[src/rtl/amb_core.sv]
// amb_core: single-cycle accumulator-machine CPU core.
// Ports: clk/rst (sync, active-high); opcode/operand from async imem at pc;
//        ddatain from async dmem at operand; pc, accum (dmem write data), we.
module amb_core #(
  parameter int DATA_W   = 16,
  parameter int ADDR_W   = 8,
  parameter int OPCODE_W = 4
) (
  input  logic                clk,
  input  logic                rst,
  input  logic [OPCODE_W-1:0] opcode,
  input  logic [ADDR_W-1:0]   operand,
  input  logic [DATA_W-1:0]   ddatain,
  output logic [ADDR_W-1:0]   pc,
  output logic [DATA_W-1:0]   accum,
  output logic                we
);

  localparam logic [OPCODE_W-1:0] OP_NOP  = OPCODE_W'(4'h0);
  localparam logic [OPCODE_W-1:0] OP_LD   = OPCODE_W'(4'h1);
  localparam logic [OPCODE_W-1:0] OP_ST   = OPCODE_W'(4'h2);
  localparam logic [OPCODE_W-1:0] OP_ADD  = OPCODE_W'(4'h3);
  localparam logic [OPCODE_W-1:0] OP_SUB  = OPCODE_W'(4'h4);
  localparam logic [OPCODE_W-1:0] OP_AND  = OPCODE_W'(4'h5);
  localparam logic [OPCODE_W-1:0] OP_OR   = OPCODE_W'(4'h6);
  localparam logic [OPCODE_W-1:0] OP_XOR  = OPCODE_W'(4'h7);
  localparam logic [OPCODE_W-1:0] OP_NOT  = OPCODE_W'(4'h8);
  localparam logic [OPCODE_W-1:0] OP_SHL  = OPCODE_W'(4'h9);
  localparam logic [OPCODE_W-1:0] OP_SHR  = OPCODE_W'(4'hA);
  localparam logic [OPCODE_W-1:0] OP_LDI  = OPCODE_W'(4'hB);
  localparam logic [OPCODE_W-1:0] OP_JMP  = OPCODE_W'(4'hC);
  localparam logic [OPCODE_W-1:0] OP_BEZ  = OPCODE_W'(4'hD);
  localparam logic [OPCODE_W-1:0] OP_BNZ  = OPCODE_W'(4'hE);
  localparam logic [OPCODE_W-1:0] OP_HALT = OPCODE_W'(4'hF);

  logic [DATA_W-1:0] acc_nxt;
  logic [ADDR_W-1:0] pc_nxt;
  logic [ADDR_W-1:0] pc_inc;

  // Natural ADDR_W-bit overflow gives the wrap from the top address to 0.
  assign pc_inc = pc + ADDR_W'(1);

  always_comb begin
    acc_nxt = accum;
    pc_nxt  = pc_inc;
    we      = 1'b0;
    case (opcode)
      OP_NOP:  ;
      OP_LD:   acc_nxt = ddatain;
      OP_ST:   we      = 1'b1;
      OP_ADD:  acc_nxt = accum + ddatain;
      OP_SUB:  acc_nxt = accum - ddatain;
      OP_AND:  acc_nxt = accum & ddatain;
      OP_OR:   acc_nxt = accum | ddatain;
      OP_XOR:  acc_nxt = accum ^ ddatain;
      OP_NOT:  acc_nxt = ~accum;
      OP_SHL:  acc_nxt = {accum[DATA_W-2:0], 1'b0};
      OP_SHR:  acc_nxt = {1'b0, accum[DATA_W-1:1]};
      OP_LDI:  acc_nxt = DATA_W'(operand);
      OP_JMP:  pc_nxt  = operand;
      // Branches test the accumulator as it stands before this edge.
      OP_BEZ:  if (accum == '0) pc_nxt = operand;
      OP_BNZ:  if (accum != '0) pc_nxt = operand;
      OP_HALT: pc_nxt  = pc;
      default: ;
    endcase
    // A reset edge aborts the instruction, so the store must not reach memory.
    if (rst) we = 1'b0;
  end

  always_ff @(posedge clk) begin
    if (rst) begin
      pc    <= '0;
      accum <= '0;
    end else begin
      pc    <= pc_nxt;
      accum <= acc_nxt;
    end
  end

endmodule

[config.mk]
export PLATFORM = sky130hd
export DESIGN_NAME = amb_core
export DESIGN_NICKNAME = d
export VERILOG_FILES = /design/src/rtl/amb_core.sv
export SDC_FILE = /design/constraint.sdc
export NUM_CORES = 1
export LEC_CHECK = 0
export ABC_AREA = 1
export CAP_MARGIN = 0
export CORE_ASPECT_RATIO = 0.5
export CORE_MARGIN = 2
export CORE_UTILIZATION = 61
export CTS_CLUSTER_DIAMETER = 30
export DETAILED_ROUTE_END_ITERATION = 10
export PLACE_DENSITY = 0.95
export SYNTH_ARGS = -nofsm -noshare
export SYNTH_HDL_FRONTEND = slang
export SYNTH_SLANG_ARGS = --single-unit
export TNS_END_PERCENT = 100
[constraint.sdc]
create_clock -name clk -period 4.61 [get_ports clk]
set_clock_uncertainty 0.1 [all_clocks]
set_input_delay 0.922 -clock clk [delete_from_list [all_inputs] [get_ports clk]]
set_output_delay 0.922 -clock clk [all_outputs]
set_load 0.1 [all_outputs]
==> metrics.csv, run 1 <==
stage;metric;value;unit
yosys;synthesized_nets;718;
grt;track_usage;0.340;
detailed_routing;drtPass1Iterations;6;
yosys;top_cells_by_count_synth;nand2_1, inv_1, ha_1, nor2_1, o21ai_0;
cts;cts_hold_buf;0;
grt;grt_max_degree;20;
yosys;synth-main-ff-cell;dfxtp_1;
cells_and_area;postLayoutCellArea;4500;um^2
yosys;postSynthRegisterBits;24;
cts;h_tree_lvls;1;
yosys;synthesis.area;3830;um^2
detailed_routing;wirelength;11.8;mm
cells_and_area;drive_gt1_frac;0.0527;
cts;worstSkewPairLatency;0.28;ns
grt;overall_overflow_remaining_after_global_route;0;
floorplanning;ios;55;
critical_path;setup.worst_path.end_class;flop;
place;dp_hpwl;8.93;mm
yosys;yosys_warnings;0;
floorplanning;floorplan.core_area;6080;um^2
floorplanning;die_area;6970;um^2
yosys;synth-edff-count;0;
grt;vias_in_the_first_global_route;3903;
place;place_area;4400;um^2
detailed_routing;avgRoutedWirePerCell;15.3;um
sta;timing.max_slew.rel_slack;0.342;
yosys;postSynth.asyncResetShare;0;
place;portBuffers;54;
floorplanning;rows;20;
critical_path;crit_type;in -> reg;
power;static_leakage_power;2.23;nW
cells_and_area;final_net_count;764;
cells_and_area;antenna_cells_inserted;0;
outcome;run_status;completed;
critical_path;cpLargestDelayFamily;simple AND/OR/NAND/NOR gates;
sta;period_share;0.882;
detailed_routing;drt.antenna.violating_nets;0;
sta;timing_max_transition_violations_final;0;
sta;max_freq;246;MHz
yosys;synthDominantAreaCellType;nand2_1;
power;p_per_area;258;nW/um^2
yosys;post-synth-top-count-cell;nand2_1;
grt;global_route_wire_length_before_repair;18.4;mm
floorplanning;die_height;60.1;um
place;place_congestion;0.999;
detailed_routing;drt_iter0_drc;549;
critical_path;critical-path-slowest-cell;clkdlybuf4s50_1;
grt;antenna_found_initial;0;
cts;cts_buffers;3;
worst_hold_path;worstHoldPathType;reg -> reg;
floorplanning;start_util;0.630;
sta;timing_worst_slew_pin_value;0.984;ns
critical_path;cp_cell_sequence;clkdlybuf4s50_1 > inv_1 > ha_1 > inv_1 > nor3_1 > inv_1 > nor4_2 > nand3_1 > nand2_1 > xor2_1 > inv_1 > ha_1 > a21oi_1 > nand2_1 > nand2_1 > nand2_1 > a21oi_1 > nand2_1 > nand2_1 > nand2_1 > nand2_1 > nand2_1 > a21oi_1;
yosys;synthCells;638;
sta;final.min_clock_period;4.06;ns
floorplanning;die_w;116;um
sta;setup_repair_after_global_routing_missed_its_margin;no;
detailed_routing;route.detailed.drc;0;
yosys;sequential_to_total_area_share_from_yosys_stat;0.125;
critical_path;worst-endpoint-arrival;4.17;ns
critical_path;timing.critical_path.buf_inv;5;
power;vdd_drop_max;0.169;mV
job;number_of_max_cap_violations;0;
critical_path;worst_setup_path_start_kind;input port;
yosys;synth.avg_cell_area;6.01;um^2
yosys;ys_types;45;
critical_path;most_repeated_library_cell_on_the_critical_path;nand2_1;
cts;tritoncts_num_sinks;24;
yosys;yosys-top-cells-area;nand2_1, ha_1, dfxtp_1;
sta;fin_hold_viols;0;
cts;cts_tree;built;
sta;finalSetupViolCount;0;
critical_path;critical_path.max_stage_delay;0.48;ns
cts;clkTransAtPathRegs;0.08;ns
detailed_routing;drt-vias-per-instance;5.86;
cts;cts_buffer_depth;2;
cts;cts_setup_buffers;0;
yosys;yosys.area.top_type_share;0.163;
cts;cts_root_buffer;clkbuf_16;
cells_and_area;flow.area_growth_from_synthesis;17.5;%
sta;finalSetupTns;0;ns
cts;ctsResizeCount;0;
detailed_routing;vias;4518;
critical_path;worstPathMaxFanout;5;
critical_path;critical_path_required;4.71;ns
==> metal layers <==
layer / GRT usage / part of all wire
met5: 0 / 0
met4: 0.0799 / 0.019
met3: 0.0862 / 0.11
met2: 0.571 / 0.44
met1: 0.444 / 0.43
==> state kept, by name, indices dropped and copies added (netlist names) <==
signal,count
accum,16
pc,8
==> placed cells by master, fill, tap and decap left out, types with 4 or more instances in the layout <==
master,n
ha_1,49
xor2_1,14
o22ai_1,11
inv_1,100
nand3_1,30
a21oi_1,43
nor2_1,49
nand3b_1,4
inv_2,4
nand2_1,166
nand4_1,13
dfxtp_1,24
nand2_2,5
o21ai_1,8
or2_2,4
o21ai_0,45
o2111ai_1,8
clkdlybuf4s50_1,53
nor3_1,11
==> cell families after synthesis <==
logic type	count (synthesis)	share of synthesized area
AOI/OAI and AO/OA	133	0.204
xor gates and xnor gates	16	0.0366
adders and majority gates	50	0.165
buffers and inverters	119	0.127
DFF	24	0.125
and+or+nand+nor	296	0.342
==> power breakdown <==
part | internal [W] | switching [W]
sequential | 0.000229 | 0.0000370
clock | 0.000173 | 0.0000916
combinational | 0.000197 | 0.000435
total | 0.000599 | 0.000564
==> cell type report <==
class / count / area, um^2
multi-input combinational: 495 / 2870
clock inverter: 1 / 30.0
clock buffer: 3 / 75.1
inverter: 105 / 397
sequential: 24 / 480
fill: 520 / 1580
timing repair buffer: 55 / 546
tap: 88 / 110
==> stage by stage <==
step | hold slack, ns | util | total power [W] | instances | setup WS [ns]
3_5_place_dp | 0.480 | 0.723 | 0.000886 | 767 | 0.301
6_report | 0.491 | 0.741 | 0.00116 | 771 | 0.546
5_1_grt | 0.540 | 0.741 | 0.00123 | 771 | 0.170
3_3_place_gp | 0.469 | 0.723 | 0.000875 | 767 | 0.424
2_1_floorplan | 0.907 | - | 0.000727 | 638 | 0.282
4_1_cts | 0.499 | 0.741 | 0.00115 | 771 | 0.570
==> path summary, 6_finish.rpt <==
kind / from / end / slack (ns) / depth (start not counted)
setup / recovery: ddatain[1] / accum[15] / 0.55 / 23
hold / removal: pc[7] / pc[7] / 0.49 / 2
setup reg to reg: accum[0] / accum[14] / 2.21 / 14
hold reg to reg: pc[7] / pc[7] / 0.49 / 2
==> worst reg2reg max path, stage by stage (launching register included) <==
cell     delay (ns)
dfxtp_1        0.36
inv_1          0.13
ha_1           0.24
fa_1           0.36
inv_1          0.09
nand3_1        0.10
nand2_1        0.14
nand2_1        0.09
nand2_1        0.11
nand3_1        0.13
nand3_1        0.11
nand3_1        0.11
nand2_1        0.10
nand2_1        0.05
a21oi_1        0.10
Power figures use the tool's default switching activity.
==> run 2: changes to the inputs <==
HOLD_SLACK_MARGIN = 0.1   (was unset)
==> results of run 2 <==
Final layout, timing and power as in run 1 (identical DEF).
==> run 3: changes to the inputs <==
ABC_AREA = unset   (was 1)
==> run 3 against run 2 <==
Against the previous run: the run now ends with design-rule violations left; clock power about the same; sequential power up 6%; fmax fell by 2.8%; global-route usage is 5.4 points higher; sequential share of layout area shrank 0.49 points; synthesized cell count fell by 15%; hold slack worse by 0.040 ns; first-iteration DRC count is 93% higher.
==> metrics.csv, run 3 <==
stage;metric;value;unit;change
outcome;violated_checks;design-rule violations;;
yosys;synth-main-ff-cell;dfxtp_1;;unchanged
grt;antenna_found_initial;0;;unchanged
cells_and_area;flow.area_growth_from_synthesis;18.3;%;was 17.5%
cells_and_area;postLayoutCellArea;4720;um^2;was 4500 um^2
cells_and_area;layout.cells.most_common_list;clkdlybuf4s50_1, ha_1, a21oi_1, nor2_1, nand2_1;;was nand2_1, inv_1, clkdlybuf4s50_1
detailed_routing;drt.antenna.violating_nets;0;;unchanged
critical_path;cp_cell_sequence;clkdlybuf4s50_1 > inv_1 > ha_1 > and3_1 > a31oi_1 > xnor2_1 > ha_1 > and4_1 > nand2_1 > a21oi_2 > o2111ai_1 > a32oi_1 > xnor2_1 > a32o_1;;was clkdlybuf4s50_1 > inv_1 > ha_1 > inv_1 > nor3_1 > inv_1 > nor4_2 > nand3_1 > nand2_1 > xor2_1 > inv_1 > ha_1 > a21oi_1 > nand2_1 > nand2_1 > nand2_1 > a21oi_1 > nand2_1 > nand2_1 > nand2_1 > nand2_1 > nand2_1 > a21oi_1
sta;timing_worst_slew_pin_value;1.17;ns;was 0.984 ns
floorplanning;die_height;61.2;um;was 60.1 um
detailed_routing;avgRoutedWirePerCell;21.3;um;was 15.3 um
grt;track_usage;0.393;;was 0.340
grt;busiest_layer;met2;;unchanged
yosys;synth-adder-area-share;0.159;;was 0.165
critical_path;crit_type;in -> reg;;unchanged
yosys;mux_cell_area_share_after_synthesis;0.0219;;was 0
cts;cts_buffers;3;;unchanged
sta;timing.max_slew.rel_slack;0.215;;was 0.342
yosys;postSynthRegisterBits;24;;unchanged
worst_hold_path;endpoint_worst_hold;pc[7];;unchanged
place;place_congestion;1.05;;was 0.999
floorplanning;die_area;7250;um^2;was 6970 um^2
worst_hold_path;hold_path.startpoint;pc[7];;unchanged
yosys;post-synth-top-count-cell;ha_1;;was nand2_1
yosys;top_cells_by_count_synth;ha_1, a21oi_1, nor2_1, nand2_1, inv_1;;was nand2_1, inv_1, ha_1, nor2_1, o21ai_0
sta;finalSetupTns;0;ns;unchanged
cells_and_area;reg_top3;accum x16, pc x8;;unchanged
power;static_leakage_power;1.86;nW;was 2.23 nW
cts;cts_root_buffer;clkbuf_16;;unchanged
critical_path;worst-endpoint-arrival;4.25;ns;was 4.17 ns
sta;max_freq;239;MHz;was 246 MHz
yosys;synthesized_nets;621;;was 718
critical_path;critical_path_required;4.68;ns;was 4.71 ns
place;post-place-cells;671;;was 767
cts;cts_buffer_depth;2;;unchanged
power;p_per_area;259;nW/um^2;was 258 nW/um^2
floorplanning;start_util;0.643;;was 0.630
yosys;synthDominantAreaCellType;ha_1;;was nand2_1
cells_and_area;post_layout_nonfiller_instances;675;;was 771
detailed_routing;drt-vias-per-instance;7.30;;was 5.86
yosys;yosys-top-cells-area;ha_1, dfxtp_1, a21oi_1;;was nand2_1, ha_1, dfxtp_1
grt;gr-usage-met1;0.497;;was 0.444
floorplanning;ios;55;;unchanged
yosys;yosys.area.top_type_share;0.154;;was 0.163
detailed_routing;route.detailed.drc;5;;was 0
grt;grt_max_degree;46;;was 20
job;number_of_max_cap_violations;0;;unchanged
sta;finalSetupViolCount;0;;unchanged
cells_and_area;antenna_cells_inserted;0;;unchanged
critical_path;worst_setup_path_start_kind;input port;;unchanged
critical_path;worstPathMaxFanout;5;;unchanged
grt;global_route_wire_length_before_repair;22.5;mm;was 18.4 mm
yosys;synthesis.area;3990;um^2;was 3830 um^2
grt;overall_overflow_remaining_after_global_route;0;;unchanged
yosys;synth-edff-count;0;;unchanged
cts;h_tree_lvls;1;;unchanged
detailed_routing;wirelength;14.3;mm;was 11.8 mm
grt;grt.met2_usage;0.615;;was 0.571
yosys;combinational_family_with_the_most_area_after_synthesis;compound AO/OA/AOI/OAI gates;;was simple AND/OR/NAND/NOR gates
sta;finalWorstSetupSlack;0.427;ns;was 0.546 ns
place;dp_hpwl;10.2;mm;was 8.93 mm
floorplanning;rows;20;;unchanged
critical_path;r2r_slack;1.84;ns;was 2.21 ns
critical_path;setup.worst_path.end_class;flop;;unchanged
critical_path;beginning_of_the_worst_register_to_register_path;accum[3];;was accum[0]
sta;final.min_clock_period;4.18;ns;was 4.06 ns
yosys;ys_types;73;;was 45
place;portBuffers;54;;unchanged
floorplanning;die_w;118;um;was 116 um
sta;fin_hold_viols;0;;unchanged
yosys;postSynth.asyncResetShare;0;;unchanged
cts;worstSkewPairLatency;0.27;ns;was 0.28 ns
worst_hold_path;hold_path_depth;2;;unchanged
cts;tritoncts_num_sinks;24;;unchanged
power;vdd_drop_max;0.194;mV;was 0.169 mV
cells_and_area;mostFrequentLayoutCell;clkdlybuf4s50_1;;was nand2_1
detailed_routing;drtPass1Iterations;11;;was 6
cts;cts_tree;built;;unchanged
grt;vias_in_the_first_global_route;4483;;was 3,903
cells_and_area;drive_gt1_frac;0.0750;;was 0.0527
cts;cts_setup_buffers;0;;unchanged
detailed_routing;drt_iter0_drc;1061;;was 549
detailed_routing;vias;4930;;was 4,518
cells_and_area;regMostFlops;accum;;unchanged
worst_hold_path;worstHoldPathType;reg -> reg;;unchanged
sta;hold_ws;0.450;ns;was 0.491 ns
floorplanning;floorplan.core_area;6210;um^2;was 6080 um^2
cts;clkTransAtPathRegs;0.08;ns;about the same
sta;period_share;0.907;;was 0.882
critical_path;critical-path-slowest-cell;clkdlybuf4s50_1;;unchanged
yosys;sequential_to_total_area_share_from_yosys_stat;0.120;;was 0.125
yosys;yosys_warnings;0;;unchanged
critical_path;length_in_cells_of_the_worst_reg_to_reg_path;8;;was 14
cells_and_area;largest_reg_flops;16;;unchanged
critical_path;endpoint_of_the_lowest_slack_register_to_register_path;accum[7];;was accum[14]
place;dpl_ws;0.203;ns;was 0.301 ns
place;place_area;4610;um^2;was 4400 um^2
sta;timing_max_transition_violations_final;0;;unchanged
yosys;synth-simple-area-share;0.200;;was 0.342
sta;setup_repair_after_global_routing_missed_its_margin;no;;unchanged
yosys;synth_compound_area_frac;0.364;;was 0.204
yosys;synth.avg_cell_area;7.38;um^2;was 6.01 um^2
critical_path;critical_path.max_stage_delay;0.56;ns;was 0.48 ns
cells_and_area;final_net_count;668;;was 764
yosys;synthCells;541;;was 638
outcome;run_status;complete, but fails checks;;was completed
yosys;synth-xor-area-share;0.0483;;was 0.0366
grt;use_met3;0.125;;was 0.0862
-- run 3: power by group --
group,leakage (nW),internal [W],total (W),switching [W]
Sequential,0.198,0.000228,0.000281,0.0000528
Combinational,1.61,0.000235,0.000676,0.000441
Clock,0.0511,0.000173,0.000266,0.0000924
Total,1.86,0.000636,0.00122,0.000586
-- run 3: logic make-up after synthesis --
group | Yosys count
AO/OA/AOI/OAI | 210
XOR/XNOR | 22
adder cells (fa/ha/maj) | 50
buffers and inverters | 73
flip-flops | 24
multiplexers | 7
AND/OR/NAND/NOR | 155
-- run 3: cell type report --
cell class                      instances  area [um^2]
Clock inverter                          1         30.0
Clock buffer                            3         75.1
Inverter                               42          158
Fill cell                             468         1480
Multi-Input combinational cell        444         3180
Tap cell                               88          110
Timing Repair Buffer                   73          693
Sequential cell                        24          480
-- run 3: worst max-delay path by stage --
stage / from / end / slack (ns)
floorplan: opcode[3] / we / 0.38
global placement: opcode[2] / accum[7] / 0.35
detailed placement: opcode[2] / accum[7] / 0.20
CTS: opcode[2] / accum[7] / 0.44
global route: opcode[2] / accum[7] / 0.27
finish: ddatain[1] / accum[15] / 0.43
-- run 3: through the flow --
step / util / total power, W
2_1_floorplan: - / 0.000754
6_report: 0.761 / 0.00122
3_3_place_gp: 0.743 / 0.000915
3_5_place_dp: 0.743 / 0.000931
4_1_cts: 0.760 / 0.00119
5_1_grt: 0.761 / 0.00127
-- run 3: worst max-delay path, delay by kind of cell --
family,cells,cell delay [ns]
AND/OR/NAND/NOR,3,0.62
buffers and inverters,2,0.69
adder cells (fa/ha/maj),2,0.59
XOR/XNOR,2,0.20
AO/OA/AOI/OAI,5,1.22
-- run 3: repair_timing --
action / CTS / global route
hold buffers: 0 / 0
resized for setup: 0 / 1
setup endpoints to repair: 0 / 1
-- run 3: routing by layer --
| layer | wire length (um) | part of all wire |
|---|---|---|
| met5 | 0 | 0 |
| met4 | 848 | 0.059 |
| met3 | 2100 | 0.15 |
| met1 | 5550 | 0.39 |
| met2 | 5850 | 0.41 |
